<file path="src/rtl/sc_scratchpad_regfile.sv">
// -----------------------------------------------------------------------------
// sc_scratchpad_regfile
//
// Scratchpad register bank of the microprogrammed datapath. Sixteen registers
// r0..r15 drive the sixteen data inputs of the A/B source-selection muxes
// directly. r0 is hard-wired to zero. Registers r1..r15 are written from the
// C bus under microinstruction control.
//
// A microcode-triggered bulk clear zeroes r1..r15, one register per cycle.
// While it runs, Busy_Out is high and all writes are dropped.
//
// Optional feature: define SC_SCRATCHPAD_BYPASS_EN to enable write-through
// forwarding. With it, a committing write is visible on its output bus in the
// same cycle. When the macro is not defined, outputs are pure register
// contents.
//
// Ports:
//   SC_SCRATCHPAD_CLOCK_50          system clock (rising edge)
//   SC_SCRATCHPAD_RESET_InHigh      asynchronous active-high reset
//   SC_SCRATCHPAD_DataBusC_InBus    write data from the C bus
//   SC_SCRATCHPAD_CSelection_InBus  write target index (only 1..15 write)
//   SC_SCRATCHPAD_Write_In          write strobe
//   SC_SCRATCHPAD_Clear_In          start bulk clear (level-sampled in IDLE)
//   SC_SCRATCHPAD_Busy_Out          registered, high while bulk clear runs
//   SC_SCRATCHPAD_dataK_OutBus      contents of rK, K = 0..15
// -----------------------------------------------------------------------------
module sc_scratchpad_regfile #(
    parameter int DATAWIDTH_BUS         = 32,
    parameter int DATAWIDTH_C_SELECTION = 6
) (
    input  logic                             SC_SCRATCHPAD_CLOCK_50,
    input  logic                             SC_SCRATCHPAD_RESET_InHigh,
    input  logic [DATAWIDTH_BUS-1:0]         SC_SCRATCHPAD_DataBusC_InBus,
    input  logic [DATAWIDTH_C_SELECTION-1:0] SC_SCRATCHPAD_CSelection_InBus,
    input  logic                             SC_SCRATCHPAD_Write_In,
    input  logic                             SC_SCRATCHPAD_Clear_In,
    output logic                             SC_SCRATCHPAD_Busy_Out,
    output logic [DATAWIDTH_BUS-1:0]         SC_SCRATCHPAD_data0_OutBus,
    output logic [DATAWIDTH_BUS-1:0]         SC_SCRATCHPAD_data1_OutBus,
    output logic [DATAWIDTH_BUS-1:0]         SC_SCRATCHPAD_data2_OutBus,
    output logic [DATAWIDTH_BUS-1:0]         SC_SCRATCHPAD_data3_OutBus,
    output logic [DATAWIDTH_BUS-1:0]         SC_SCRATCHPAD_data4_OutBus,
    output logic [DATAWIDTH_BUS-1:0]         SC_SCRATCHPAD_data5_OutBus,
    output logic [DATAWIDTH_BUS-1:0]         SC_SCRATCHPAD_data6_OutBus,
    output logic [DATAWIDTH_BUS-1:0]         SC_SCRATCHPAD_data7_OutBus,
    output logic [DATAWIDTH_BUS-1:0]         SC_SCRATCHPAD_data8_OutBus,
    output logic [DATAWIDTH_BUS-1:0]         SC_SCRATCHPAD_data9_OutBus,
    output logic [DATAWIDTH_BUS-1:0]         SC_SCRATCHPAD_data10_OutBus,
    output logic [DATAWIDTH_BUS-1:0]         SC_SCRATCHPAD_data11_OutBus,
    output logic [DATAWIDTH_BUS-1:0]         SC_SCRATCHPAD_data12_OutBus,
    output logic [DATAWIDTH_BUS-1:0]         SC_SCRATCHPAD_data13_OutBus,
    output logic [DATAWIDTH_BUS-1:0]         SC_SCRATCHPAD_data14_OutBus,
    output logic [DATAWIDTH_BUS-1:0]         SC_SCRATCHPAD_data15_OutBus
);

    typedef enum logic {
        IDLE  = 1'b0,
        CLEAR = 1'b1
    } state_t;

    state_t                   state;
    state_t                   next_state;
    logic [3:0]               pointer;
    logic [3:0]               next_pointer;
    logic                     busy;
    logic                     clear_en;
    logic                     write_en;
    logic                     index_ok;
    logic [DATAWIDTH_BUS-1:0] regs [1:15];
    logic [DATAWIDTH_BUS-1:0] view [0:15];

    // Index 0 and 16..63 never write; the compare is done at 32 bits so the
    // select width can be any size.
    assign index_ok = (SC_SCRATCHPAD_CSelection_InBus != '0) &&
                      (32'(SC_SCRATCHPAD_CSelection_InBus) < 32'd16);

    // State register. Busy is registered from next_state so it is high
    // exactly in the cycles the FSM spends in CLEAR.
    always_ff @(posedge SC_SCRATCHPAD_CLOCK_50 or posedge SC_SCRATCHPAD_RESET_InHigh) begin
        if (SC_SCRATCHPAD_RESET_InHigh) begin
            state   <= IDLE;
            pointer <= 4'd1;
            busy    <= 1'b0;
        end else begin
            state   <= next_state;
            pointer <= next_pointer;
            busy    <= (next_state == CLEAR);
        end
    end

    // Next-state logic. Clear_In is only looked at in IDLE, so holding it
    // high through CLEAR cannot restart the sequence.
    always_comb begin
        next_state   = state;
        next_pointer = pointer;
        case (state)
            IDLE: begin
                if (SC_SCRATCHPAD_Clear_In) begin
                    next_state   = CLEAR;
                    next_pointer = 4'd1;
                end
            end
            CLEAR: begin
                if (pointer == 4'd15) begin
                    next_state   = IDLE;
                    next_pointer = 4'd1;
                end else begin
                    next_pointer = pointer + 4'd1;
                end
            end
            default: begin
                next_state   = IDLE;
                next_pointer = 4'd1;
            end
        endcase
    end

    // Output / datapath-control decode. Clear takes priority over a write
    // requested in the same IDLE cycle.
    always_comb begin
        clear_en = (state == CLEAR);
        write_en = (state == IDLE) && !SC_SCRATCHPAD_Clear_In &&
                   SC_SCRATCHPAD_Write_In && index_ok;
    end

    // Register bank r1..r15. r0 has no storage at all.
    always_ff @(posedge SC_SCRATCHPAD_CLOCK_50 or posedge SC_SCRATCHPAD_RESET_InHigh) begin
        if (SC_SCRATCHPAD_RESET_InHigh) begin
            for (int k = 1; k < 16; k++) begin
                regs[k] <= '0;
            end
        end else begin
            for (int k = 1; k < 16; k++) begin
                if (clear_en && (pointer == 4'(k))) begin
                    regs[k] <= '0;
                end else if (write_en &&
                             (SC_SCRATCHPAD_CSelection_InBus == DATAWIDTH_C_SELECTION'(k))) begin
                    regs[k] <= SC_SCRATCHPAD_DataBusC_InBus;
                end
            end
        end
    end

    // Output view. write_en already excludes r0, CLEAR and Clear_In=1, so the
    // forwarding path needs no further qualification.
    always_comb begin
        view[0] = '0;
        for (int k = 1; k < 16; k++) begin
`ifdef SC_SCRATCHPAD_BYPASS_EN
            if (write_en && (SC_SCRATCHPAD_CSelection_InBus == DATAWIDTH_C_SELECTION'(k))) begin
                view[k] = SC_SCRATCHPAD_DataBusC_InBus;
            end else begin
                view[k] = regs[k];
            end
`else
            view[k] = regs[k];
`endif
        end
    end

    assign SC_SCRATCHPAD_Busy_Out     = busy;
    assign SC_SCRATCHPAD_data0_OutBus  = view[0];
    assign SC_SCRATCHPAD_data1_OutBus  = view[1];
    assign SC_SCRATCHPAD_data2_OutBus  = view[2];
    assign SC_SCRATCHPAD_data3_OutBus  = view[3];
    assign SC_SCRATCHPAD_data4_OutBus  = view[4];
    assign SC_SCRATCHPAD_data5_OutBus  = view[5];
    assign SC_SCRATCHPAD_data6_OutBus  = view[6];
    assign SC_SCRATCHPAD_data7_OutBus  = view[7];
    assign SC_SCRATCHPAD_data8_OutBus  = view[8];
    assign SC_SCRATCHPAD_data9_OutBus  = view[9];
    assign SC_SCRATCHPAD_data10_OutBus = view[10];
    assign SC_SCRATCHPAD_data11_OutBus = view[11];
    assign SC_SCRATCHPAD_data12_OutBus = view[12];
    assign SC_SCRATCHPAD_data13_OutBus = view[13];
    assign SC_SCRATCHPAD_data14_OutBus = view[14];
    assign SC_SCRATCHPAD_data15_OutBus = view[15];

endmodule

</file>
<file path="config.mk">
export PLATFORM = sky130hd
export DESIGN_NAME = sc_scratchpad_regfile
export DESIGN_NICKNAME = d
export VERILOG_FILES = /design/src/rtl/sc_scratchpad_regfile.sv
export SDC_FILE = /design/constraint.sdc
export NUM_CORES = 1
export LEC_CHECK = 0
export ABC_CLOCK_PERIOD_IN_PS = 24200
export CAP_MARGIN = 20
export CORE_AREA = 2 2 213 215
export DETAILED_ROUTE_END_ITERATION = 10
export DIE_AREA = 0 0 215 217
export PLACE_DENSITY = 0.77
export SYNTH_ARGS = -nofsm -noshare
export SYNTH_HDL_FRONTEND = slang
export SYNTH_SLANG_ARGS = --single-unit
</file>
<file path="constraint.sdc">
create_clock -name SC_SCRATCHPAD_CLOCK_50 -period 24.2 [get_ports SC_SCRATCHPAD_CLOCK_50]
set_input_delay 4.84 -clock SC_SCRATCHPAD_CLOCK_50 [delete_from_list [all_inputs] [get_ports SC_SCRATCHPAD_CLOCK_50]]
set_output_delay 4.84 -clock SC_SCRATCHPAD_CLOCK_50 [all_outputs]
set_load 0.02 [all_outputs]
</file>
Word-level counts from Yosys, hierarchy flattened
Index checks and enable logic that the tools add are counted.

Input bits: 42. Register bits: 485. Output and inout port bits: 513.

Equal/unequal tests: 31. Magnitude comparators: 1. Reductions and logical operators: 51. Add/sub/neg operators: 1. Bitwise gates (word level): 1. Multiplexer cells: 36.

Operators with widths (number): $mux 32 (30); $eq 6x4->1 const B (8); $logic_and 1x1->1 (34); $eq 4x4->1 const B (8); $reduce_bool 2->1 (15); $eq 6x3->1 const B (4); $eq 4x3->1 const B (4); $eq 6x2->1 const B (2); $eq 4x2->1 const B (2); $mux 4 (2); $pmux 4 s2 (1); $eq 6x1->1 const B (1); $lt 6x5->1 const B (1); $reduce_bool 6->1 (1); $add 4x1->4 const B (1); $eq 4x1->1 const B (1); $mux 1 (2); $ne 2x2->1 const B (1); $pmux 1 s2 (1); $logic_not 1->1 (1); $not 1->1 (1).

Depth between registers and ports, before layout
Gate-level depths: netlist of run 1.

Depth in word-level cells: 7. Depth in mapped cells: 7.

Least setup slack after synthesis of run 1
No wires, ideal clock.

Path type: input -> register. Start: input port SC_SCRATCHPAD_Clear_In. End: register regs (netlist bit SC_SCRATCHPAD_data4_OutBus[0]). Data required time: 24.121 ns. Arrival time: 6.291 ns. Setup slack: 17.829 ns. Library setup time: 0.079 ns. Stages on the path: 5. Buffers on the path: 2. Cells stage by stage: or4_4 -> buf_6 -> nor4_4 -> buf_6 -> mux2i_1.

Cells in the longest elaborated chain, start to end: 6.

RTL lines: start: declaration (RTL line 36) `input logic SC_SCRATCHPAD_Clear_In,`; $logic_not 1->1 (RTL line 122) `write_en = (state == IDLE) && !SC_SCRATCHPAD_Clear_In &&`; $logic_and 1x1->1 (2 in a row) (RTL line 122); $logic_and 1x1->1 (RTL line 123) `SC_SCRATCHPAD_Write_In && index_ok;`; $logic_and 1x1->1 (RTL line 136) `end else if (write_en &&`; $reduce_bool 2->1 (no line); end signal: indexed assignment (RTL line 138) `regs[k] <= SC_SCRATCHPAD_DataBusC_InBus;`; end: declaration (RTL line 69) `logic [DATAWIDTH_BUS-1:0] regs [1:15];`.

Every way passes these cells. A chain may end at the register's enable or synchronous reset.

Final worst setup path of run 1
Start: input port SC_SCRATCHPAD_Clear_In. End: register regs (netlist bit SC_SCRATCHPAD_data10_OutBus[20]).

Same word-level chain as after synthesis.

==> flow_summary.json, run 1 <==
{
  "r2r_start": "SC_SCRATCHPAD_Busy_Out",
  "layout.cells.most_common_list": "clkdlybuf4s50_1 (522), dfrtp_1 (484), nand2_1 (483), mux2i_1 (480), clkbuf_16 (51)",
  "max_freq_mhz": 138.7,
  "area_growth_syn_to_layout_pct": 35.41,
  "peakVddDrop_v": 0.00007898,
  "clockBufferDepth": 3,
  "num_vias": 14977,
  "rsz0062_at_grt": "false",
  "overflow": 0,
  "cp-start-kind": "primary input",
  "synthMuxAreaShare_pct": 23.74,
  "post-route-period-util_pct": 29.79,
  "port_buffers": 522,
  "cts_setup_buffers": 0,
  "synth_xor_area_share_pct": 0,
  "wire_per_inst_um": 24.53,
  "grt_pass1_vias": 15585,
  "die_y_um": 217,
  "fin_skew_ns": 0.01202,
  "finalNetCount": 2227,
  "layout_commonest_cell": "clkdlybuf4s50_1",
  "cts-resized-gates": 0,
  "finalSetupViolCount": 0,
  "synth_top_area_share_pct": 59.71,
  "antenna_found_initial": 1,
  "path_class": "in -> reg",
  "fin_area_um2": 27470,
  "dpl.hpwl_um": 46240,
  "ant_nets": 0,
  "hold_class": "reg -> reg",
  "synth_top_family_by_area": "multiplexers",
  "worstPathArrival_ns": 7.70,
  "cts_hold_buf": 0,
  "p_leak_uw": 0.01342,
  "yosys.area_share.simple_pct": 10.92,
  "dr.pass1.iters": 5,
  "cts-buffers-inserted": 49,
  "clkSinkCount": 485,
  "synth-seq-area-share_pct": 59.83,
  "design.core.area_um2": 44700,
  "fillers": 3528,
  "slew_viol_final": 0,
  "hold_viol": 0,
  "async_flop_share_pct": 100.0,
  "io_pins": 555,
  "drt_wl_total_um": 69140,
  "outcome": "completed",
  "die-width_um": 215,
  "netlist_area_um2": 20290,
  "via_per_inst": 5.315,
  "synthFlopType": "dfrtp_1",
  "synth_area_leaders": "dfrtp_1 (60%), mux2i_1 (24%), nand2_1 (8.9%)",
  "cts_tree": "yes",
  "routabilityCongestion": 0.8106,
  "synth_seq_cells": 485,
  "grt_max_degree": 176,
  "ys_warn_count": 0,
  "h-tree-depth": 2,
  "crit_required_ns": 24.69,
  "relSlewSlack_pct": 28.12,
  "worstSetupStartpoint": "SC_SCRATCHPAD_Clear_In",
  "drc": 0,
  "cp-end-kind": "register",
  "tightest_slew_ns": 1.077,
  "dpl_cell_area_um2": 25800,
  "rows": 78,
  "dieArea_um2": 46660,
  "syn_area_per_cell_um2": 11.87,
  "clockRootBuffer": "clkbuf_16",
  "utilization_pct": 61.45,
  "power_density_nw_per_um2": 136.4,
  "setup_tns_ns": 0,
  "synth_cells": 1709,
  "start_util_pct": 45.38,
  "grt_pass1_wl_um": 101800,
  "synth-edff-count": 0,
  "drive_gt1_share_pct": 5.731,
  "max_cap_viol_count": 0,
  "synth_fa_ha_area_share_pct": 0.2467,
  "synthDistinctLibCells": 33,
  "holdWs_ns": 0.5226,
  "path_max_fanout": 20,
  "fin_crit_ns": 7.210,
  "min-delay-start": "SC_SCRATCHPAD_data4_OutBus[16]",
  "synth_compound_area_share_pct": 0.2467,
  "clock_latency_ns": 0.58,
  "first_iter_violations": 1034,
  "yosysTopAreaCell": "dfrtp_1",
  "track_usage_pct": 29.17,
  "clkTransAtPathRegs_ns": 0.06
}
[state kept, by name, indices dropped and copies added, names as in the netlist]
| signal | flops |
|---|---|
| SC_SCRATCHPAD_Busy_Out | 1 |
| SC_SCRATCHPAD_data10_OutBus | 32 |
| SC_SCRATCHPAD_data11_OutBus | 32 |
| SC_SCRATCHPAD_data12_OutBus | 32 |
| SC_SCRATCHPAD_data13_OutBus | 32 |
| SC_SCRATCHPAD_data14_OutBus | 32 |
| SC_SCRATCHPAD_data15_OutBus | 32 |
| SC_SCRATCHPAD_data1_OutBus | 32 |
| SC_SCRATCHPAD_data2_OutBus | 32 |
| SC_SCRATCHPAD_data3_OutBus | 32 |
| SC_SCRATCHPAD_data4_OutBus | 32 |
| SC_SCRATCHPAD_data5_OutBus | 32 |
| SC_SCRATCHPAD_data6_OutBus | 32 |
| SC_SCRATCHPAD_data7_OutBus | 32 |
| SC_SCRATCHPAD_data8_OutBus | 32 |
| SC_SCRATCHPAD_data9_OutBus | 32 |
| pointer | 4 |
[power by group]
part,internal (uW),total [uW],switching [uW]
clock network,468,789,321
registers,1140,1350,211
logic,707,1610,904
[logic make-up (layout without fill, tap and decap cells)]
kind of cell	count (synthesis)	in the layout
multiplexers	481	481
adder cells (fa/ha/maj)	4	4
buffers and inverters	203	679
flip-flops	485	485
AND/OR/NAND/NOR	527	527
AO/OA/AOI/OAI	8	8
other	1	34
[synthesized netlist by cell type, types with 2 or more instances]
cell type / instances
a21oi_1: 3
buf_1: 18
buf_2: 3
buf_4: 50
buf_6: 8
clkbuf_1: 88
dfrtp_1: 484
ha_1: 4
inv_1: 36
mux2i_1: 480
nand2_1: 483
nand2b_1: 2
nand3_1: 6
nand3b_1: 2
nand4_1: 7
nand4b_1: 8
nor2b_1: 2
nor3_1: 2
nor3_4: 6
nor4_4: 2
or4bb_1: 3
[per-layer routing]
| layer | track usage, % | share of wire [%] |
|---|---|---|
| met1 | 37.31 | 41 |
| met2 | 47.46 | 47 |
| met3 | 7.114 | 7.1 |
| met4 | 12.87 | 4.4 |
| met5 | 0 | 0 |
[worst max-delay path, stage by stage]
cell             delay (ns)
clkdlybuf4s50_1        0.52
or4_4                  0.70
nor3_4                 0.88
buf_4                  0.49
mux2i_1                0.24
[final cells by class]
cell class	instances	area [um^2]	share of cell area, %
Sequential cell	485	12140	44.19
Multi-Input combinational cell	1052	7276	26.49
Timing Repair Buffer	557	5500	20.02
Clock buffer	72	1455	5.297
Tap cell	600	750.7	2.733
Clock inverter	14	201.4	0.7334
Inverter	36	142.6	0.5193
Antenna cell	2	5.005	0.01822
[path summary, 6_finish.rpt]
| check | end | slack (ns) | cells past startpoint |
|---|---|---|---|
| setup reg to reg | SC_SCRATCHPAD_data10_OutBus[20] | 21.01 | 4 |
| hold reg to reg | SC_SCRATCHPAD_data4_OutBus[16] | 0.52 | 2 |
| setup / recovery | SC_SCRATCHPAD_data10_OutBus[20] | 16.99 | 5 |
| min in group asynchronous | SC_SCRATCHPAD_data4_OutBus[19] | 4.77 | 2 |
| max in group asynchronous | SC_SCRATCHPAD_data12_OutBus[2] | 17.09 | 4 |
| hold / removal | SC_SCRATCHPAD_data4_OutBus[16] | 0.52 | 2 |
[stage by stage]
stage,cells,worst slack [ns],total power (uW)
2_1_floorplan,1740,5.827,2081
3_3_place_gp,2729,16.37,2913
3_5_place_dp,2729,16.23,2957
4_1_cts,2815,16.85,3761
5_1_grt,2817,16.73,3917
6_report,2818,16.99,3747
No activity file was read; power rests on OpenSTA's default activity.
==> run 2: changes to the inputs <==
- ABC_CLOCK_PERIOD_IN_PS: 24200 -> 5910
- CORE_AREA: 2 2 213 215 -> default
- CORE_UTILIZATION: default -> 44
- DIE_AREA: 0 0 215 217 -> default
- clock period: 24.2 -> 5.91 ns (I/O delays scaled with it)
==> flow_summary.json, run 2 (same netlist as run 1, synthesis figures left out) <==
{
  "p_comb_share_pct": 43.5,
  "path_class": "in -> reg",
  "worst_r2r_endpoint": "SC_SCRATCHPAD_data9_OutBus[29]",
  "outcome": "completed",
  "critPathBufInv": 2,
  "place_inst": 2734,
  "cts-resized-gates": 0,
  "drc": 0,
  "tightest_slew_ns": 1.063,
  "clkSinkCount": 485,
  "h-tree-depth": 2,
  "grt_pass1_vias": 15632,
  "p_leak_uw": 0.01343,
  "internal_power_uw": 9304,
  "power_density_nw_per_um2": 553.7,
  "antenna_found_initial": 0,
  "relSlewSlack_pct": 29.07,
  "hold_class": "reg -> reg",
  "area_growth_syn_to_layout_pct": 35.31,
  "routabilityCongestion": 0.7916,
  "dp_slack_ns": 1.734,
  "rsz0062_at_grt": "false",
  "post-route-period-util_pct": 60.49,
  "ff2ff_path_depth": 4,
  "p_clk_share_pct": 20.3,
  "max_cap_viol_count": 0,
  "layout.cells.most_common_list": "clkdlybuf4s50_1 (522), dfrtp_1 (484), nand2_1 (483), mux2i_1 (480), clkbuf_16 (51)",
  "worst_path_max_delay_cell": "nor3_4",
  "worstPathArrival_ns": 4.07,
  "hold_viol": 0,
  "clock_latency_ns": 0.59,
  "p_sw_share_pct": 38.78,
  "port_buffers": 522,
  "worstSetupStartpoint": "SC_SCRATCHPAD_Clear_In",
  "num_vias": 14966,
  "cp-start-kind": "primary input",
  "cp_num_cells": 5,
  "endpoint": "SC_SCRATCHPAD_data9_OutBus[29]",
  "slew_viol_final": 0,
  "clkTransAtPathRegs_ns": 0.06,
  "dieArea_um2": 46970,
  "cts_setup_buffers": 0,
  "final_cells": 2827,
  "die-width_um": 216.7,
  "power.switching_uw": 5894,
  "rows": 78,
  "dpl.hpwl_um": 46900,
  "peakVddDrop_v": 0.0003514,
  "grt_max_degree": 137,
  "clockBufferDepth": 3,
  "cts-buffers-inserted": 50,
  "cp-end-kind": "register",
  "overflow": 0,
  "drive_gt1_share_pct": 6.197,
  "grt_pass1_wl_um": 101700,
  "r2r_start": "SC_SCRATCHPAD_Busy_Out",
  "layout_commonest_cell": "clkdlybuf4s50_1",
  "seqPwrFrac_pct": 36.2,
  "clockRootBuffer": "clkbuf_16",
  "finalNetCount": 2233,
  "first_iter_violations": 1367,
  "diodes": 0,
  "cp_cell_sequence": "clkdlybuf4s50_1, or4_4, nor3_4, buf_4, mux2i_1",
  "die_y_um": 216.7,
  "via_per_inst": 5.294,
  "cts_hold_buf": 0,
  "ant_nets": 0,
  "finalSetupViolCount": 0,
  "crit_family": "simple AND/OR/NAND/NOR gates",
  "crit_required_ns": 6.40,
  "slowest_delay_ns": 0.78,
  "dr.pass1.iters": 4,
  "fin_ws_ns": 2.335,
  "io_pins": 555,
  "path_max_fanout": 21,
  "cts_tree": "yes",
  "drt_wl_total_um": 69050,
  "fin_skew_ns": 0.02285,
  "regToRegSetupSlack_ns": 2.70,
  "track_usage_pct": 29.38,
  "design.core.area_um2": 45380,
  "max_freq_mhz": 279.7,
  "wire_per_inst_um": 24.42,
  "start_util_pct": 44.70,
  "fin_crit_ns": 3.575
}
-- run 2: cell types whose count changed in the layout (fill, tap and decap cells not counted), sizes merged --
cell,before,now
buf,34,39
clkbuf,73,74
clkinv,7,15
inv,37,38
bufinv,5,1
diode,2,0
-- run 2: metrics by stage --
| stage | hold WS, ns | instance area, um^2 | TNS (ns) | utilization [%] | total power [uW] |
|---|---|---|---|---|---|
| 2_1_floorplan | 0.5645 | 20410 | -893.41 | - | 8523 |
| 3_3_place_gp | 0.5088 | 25850 | 0 | 56.96 | 11920 |
| 3_5_place_dp | 0.5145 | 25850 | 0 | 56.96 | 12120 |
| 4_1_cts | 0.5242 | 27440 | 0 | 60.47 | 15260 |
| 5_1_grt | 0.5326 | 27450 | 0 | 60.49 | 15870 |
| 6_report | 0.5213 | 27450 | 0 | 60.49 | 15200 |
-- run 2: per-layer routing --
| layer | global-route usage (%) | vias up | routed length, um |
|---|---|---|---|
| met4 | 13.99 | 0 | 3153 |
| li1 | - | 6507 | - |
| met2 | 48.27 | 617 | 33300 |
| met5 | 0 | - | 0 |
| met1 | 36.29 | 7695 | 27210 |
| met3 | 7.368 | 147 | 5379 |
-- run 2: layout make-up --
class / count / area [um^2]
multi-input cells: 1052 / 7277
fillers: 3652 / 17930
inverters: 36 / 138.9
flip-flops and latches: 485 / 12140
clock inverters: 19 / 135.1
well taps: 600 / 750.7
clock buffers: 73 / 1459
repair buffers: 562 / 5550
-- run 2: tightest hold or removal path, stage by stage (launching register included) --
cell and delay [ns]:
dfrtp_1 0.37, nand2_1 0.06, mux2i_1 0.05
-- run 2: how the worst min path moves through the flow --
| stage | startpoint | depth (start not counted) | endpoint | slack [ns] |
|---|---|---|---|---|
| floorplan | pointer[0] | 2 | pointer[3] | 0.56 |
| global placement | SC_SCRATCHPAD_data5_OutBus[25] | 2 | SC_SCRATCHPAD_data5_OutBus[25] | 0.51 |
| detailed placement | SC_SCRATCHPAD_data9_OutBus[9] | 2 | SC_SCRATCHPAD_data9_OutBus[9] | 0.51 |
| CTS | SC_SCRATCHPAD_data7_OutBus[7] | 2 | SC_SCRATCHPAD_data7_OutBus[7] | 0.52 |
| global route | SC_SCRATCHPAD_data10_OutBus[8] | 2 | SC_SCRATCHPAD_data10_OutBus[8] | 0.53 |
| finish | SC_SCRATCHPAD_data7_OutBus[7] | 2 | SC_SCRATCHPAD_data7_OutBus[7] | 0.52 |
-- run 2: power groups by stage --
| stage | combinational, uW | clock, uW | sequential (uW) |
|---|---|---|---|
| after floorplan | 1530 | 0 | 6990 |
| after global placement | 6450 | 0 | 5470 |
| after detailed placement | 6600 | 0 | 5520 |
| after CTS | 6630 | 3130 | 5490 |
| after global routing | 6960 | 3260 | 5650 |
| final | 6610 | 3090 | 5500 |
==> run 3: changes to the inputs <==
- ABC_CLOCK_PERIOD_IN_PS: 5910 -> 2950
- clock period: 5.91 -> 2.95 ns (I/O delays scaled with it)
==> flow_summary.json, run 3 (same netlist as run 1, synthesis figures left out) <==
{
  "cts_hold_buf": 0,
  "via_per_inst": 5.280,
  "power_density_nw_per_um2": 1106,
  "ff_latch_area_um2": 12140,
  "cts-resized-gates": 0,
  "post-route-period-util_pct": 95.13,
  "routabilityCongestion": 0.8337,
  "rsz0062_at_grt": "false",
  "design.core.area_um2": 45380,
  "slowest_delay_ns": 0.73,
  "grt_pass1_wl_um": 100100,
  "io_pins": 555,
  "clock_latency_ns": 0.60,
  "fin_crit_ns": 2.806,
  "finalSetupViolCount": 0,
  "ff2ff_path_depth": 4,
  "relSlewSlack_pct": 37.57,
  "diodes": 0,
  "drive_gt1_share_pct": 7.617,
  "dieArea_um2": 46970,
  "layout.cells.most_common_list": "clkdlybuf4s50_1 (522), dfrtp_1 (484), nand2_1 (483), mux2i_1 (480)",
  "start_util_pct": 44.70,
  "clkSinkCount": 485,
  "cts-buffers-inserted": 50,
  "overflow": 0,
  "antenna_found_initial": 0,
  "dr.pass1.iters": 5,
  "outcome": "completed",
  "grt_max_degree": 124,
  "whs_path_depth": 2,
  "power.total_uw": 30960,
  "max_freq_mhz": 356.3,
  "fin_area_um2": 27990,
  "peakVddDrop_v": 0.0007243,
  "ant_nets": 0,
  "worst_path_max_delay_cell": "clkdlybuf4s50_1",
  "cp-end-kind": "output port",
  "dpl_cell_area_um2": 26250,
  "die_y_um": 216.7,
  "path_max_fanout": 12,
  "cts_tree": "yes",
  "cp-start-kind": "register",
  "slew_viol_final": 0,
  "rows": 78,
  "path_class": "reg -> out",
  "p_leak_uw": 0.01369,
  "dpl.hpwl_um": 46380,
  "layout_commonest_cell": "clkdlybuf4s50_1",
  "max_cap_viol_count": 0,
  "first_iter_violations": 1234,
  "num_vias": 15090,
  "crit_required_ns": 2.36,
  "fillers": 3616,
  "hold_viol": 0,
  "fin_skew_ns": 0.01577,
  "die-width_um": 216.7,
  "worstPathArrival_ns": 2.22,
  "hold_class": "reg -> reg",
  "drc": 0,
  "h-tree-depth": 2,
  "clockRootBuffer": "clkbuf_16",
  "clockBufferDepth": 3,
  "multi_input_area_um2": 7277,
  "tightest_slew_ns": 0.9355,
  "wire_per_inst_um": 24.03,
  "finalNetCount": 2262,
  "area_growth_syn_to_layout_pct": 37.99,
  "cts_setup_buffers": 0,
  "port_buffers": 522,
  "track_usage_pct": 28.92,
  "grt_pass1_vias": 15536,
  "drt_wl_total_um": 68680,
  "clkTransAtPathRegs_ns": 0.06,
  "cp_cell_sequence": "buf_4, clkdlybuf4s50_1"
}
## run 3: cell count changes in the layout (fill, tap and decap cells not counted), moves of 2 or more
cell	previous run	this run
buf_12	2	16
buf_4	37	53
bufinv_16	1	5
clkbuf_1	12	9
clkbuf_16	51	53
clkinvlp_4	1	4
inv_6	3	1
## run 3: stage by stage
| stage | TNS [ns] | cells | worst slack (ns) | util, % | hold slack [ns] |
|---|---|---|---|---|---|
| finish | 0 | 2858 | 0.1436 | 61.68 | 0.5223 |
| global placement | 0 | 2764 | 0.2257 | 57.84 | 0.5094 |
| floorplan | -2041.89 | 1740 | -4.214 | - | 0.5645 |
| CTS | 0 | 2858 | 0.1087 | 61.68 | 0.5186 |
| detailed placement | 0 | 2764 | 0.2037 | 57.84 | 0.5146 |
| global route | 0 | 2858 | 0.06922 | 61.68 | 0.5321 |
## run 3: path summary, 6_finish.rpt
kind | from | to | slack, ns
min in group asynchronous | SC_SCRATCHPAD_RESET_InHigh | SC_SCRATCHPAD_data13_OutBus[19] | 0.54
setup reg to reg | pointer[0] | SC_SCRATCHPAD_data1_OutBus[22] | 0.64
max in group asynchronous | SC_SCRATCHPAD_RESET_InHigh | SC_SCRATCHPAD_data14_OutBus[12] | 1.66
setup / recovery | SC_SCRATCHPAD_Busy_Out | SC_SCRATCHPAD_Busy_Out | 0.14
hold reg to reg | SC_SCRATCHPAD_data8_OutBus[1] | SC_SCRATCHPAD_data8_OutBus[1] | 0.52
hold / removal | SC_SCRATCHPAD_data8_OutBus[1] | SC_SCRATCHPAD_data8_OutBus[1] | 0.52
## run 3: cell type report
class | count | area share [%]
tap | 600 | 2.682
timing repair buffer | 591 | 21.23
sequential | 485 | 43.36
multi-input combinational | 1052 | 26.00
inverter | 36 | 0.4962
clock inverter | 22 | 0.8806
clock buffer | 72 | 5.350
## run 3: critical path, delay by kind of cell, from the launching register on
family,cells,cell delay (ns)
buf+inv,2,0.98
flops,1,0.65
## run 3: power breakdown
group | leakage [uW] | switching (uW) | internal [uW] | total, uW
logic | 0.00639 | 7420 | 5860 | 13300
clock network | 0.000862 | 2730 | 3970 | 6700
registers | 0.00644 | 1670 | 9310 | 11000
total | 0.0137 | 11800 | 19100 | 31000
## run 3: layer usage
layer	part of all wire [%]	vias to the layer above	track usage [%]
met4	4.6	0	13.69
met5	0	-	0
met3	7.9	149	8.028
li1	-	6604	-
met1	40	7701	35.56
met2	48	636	47.15
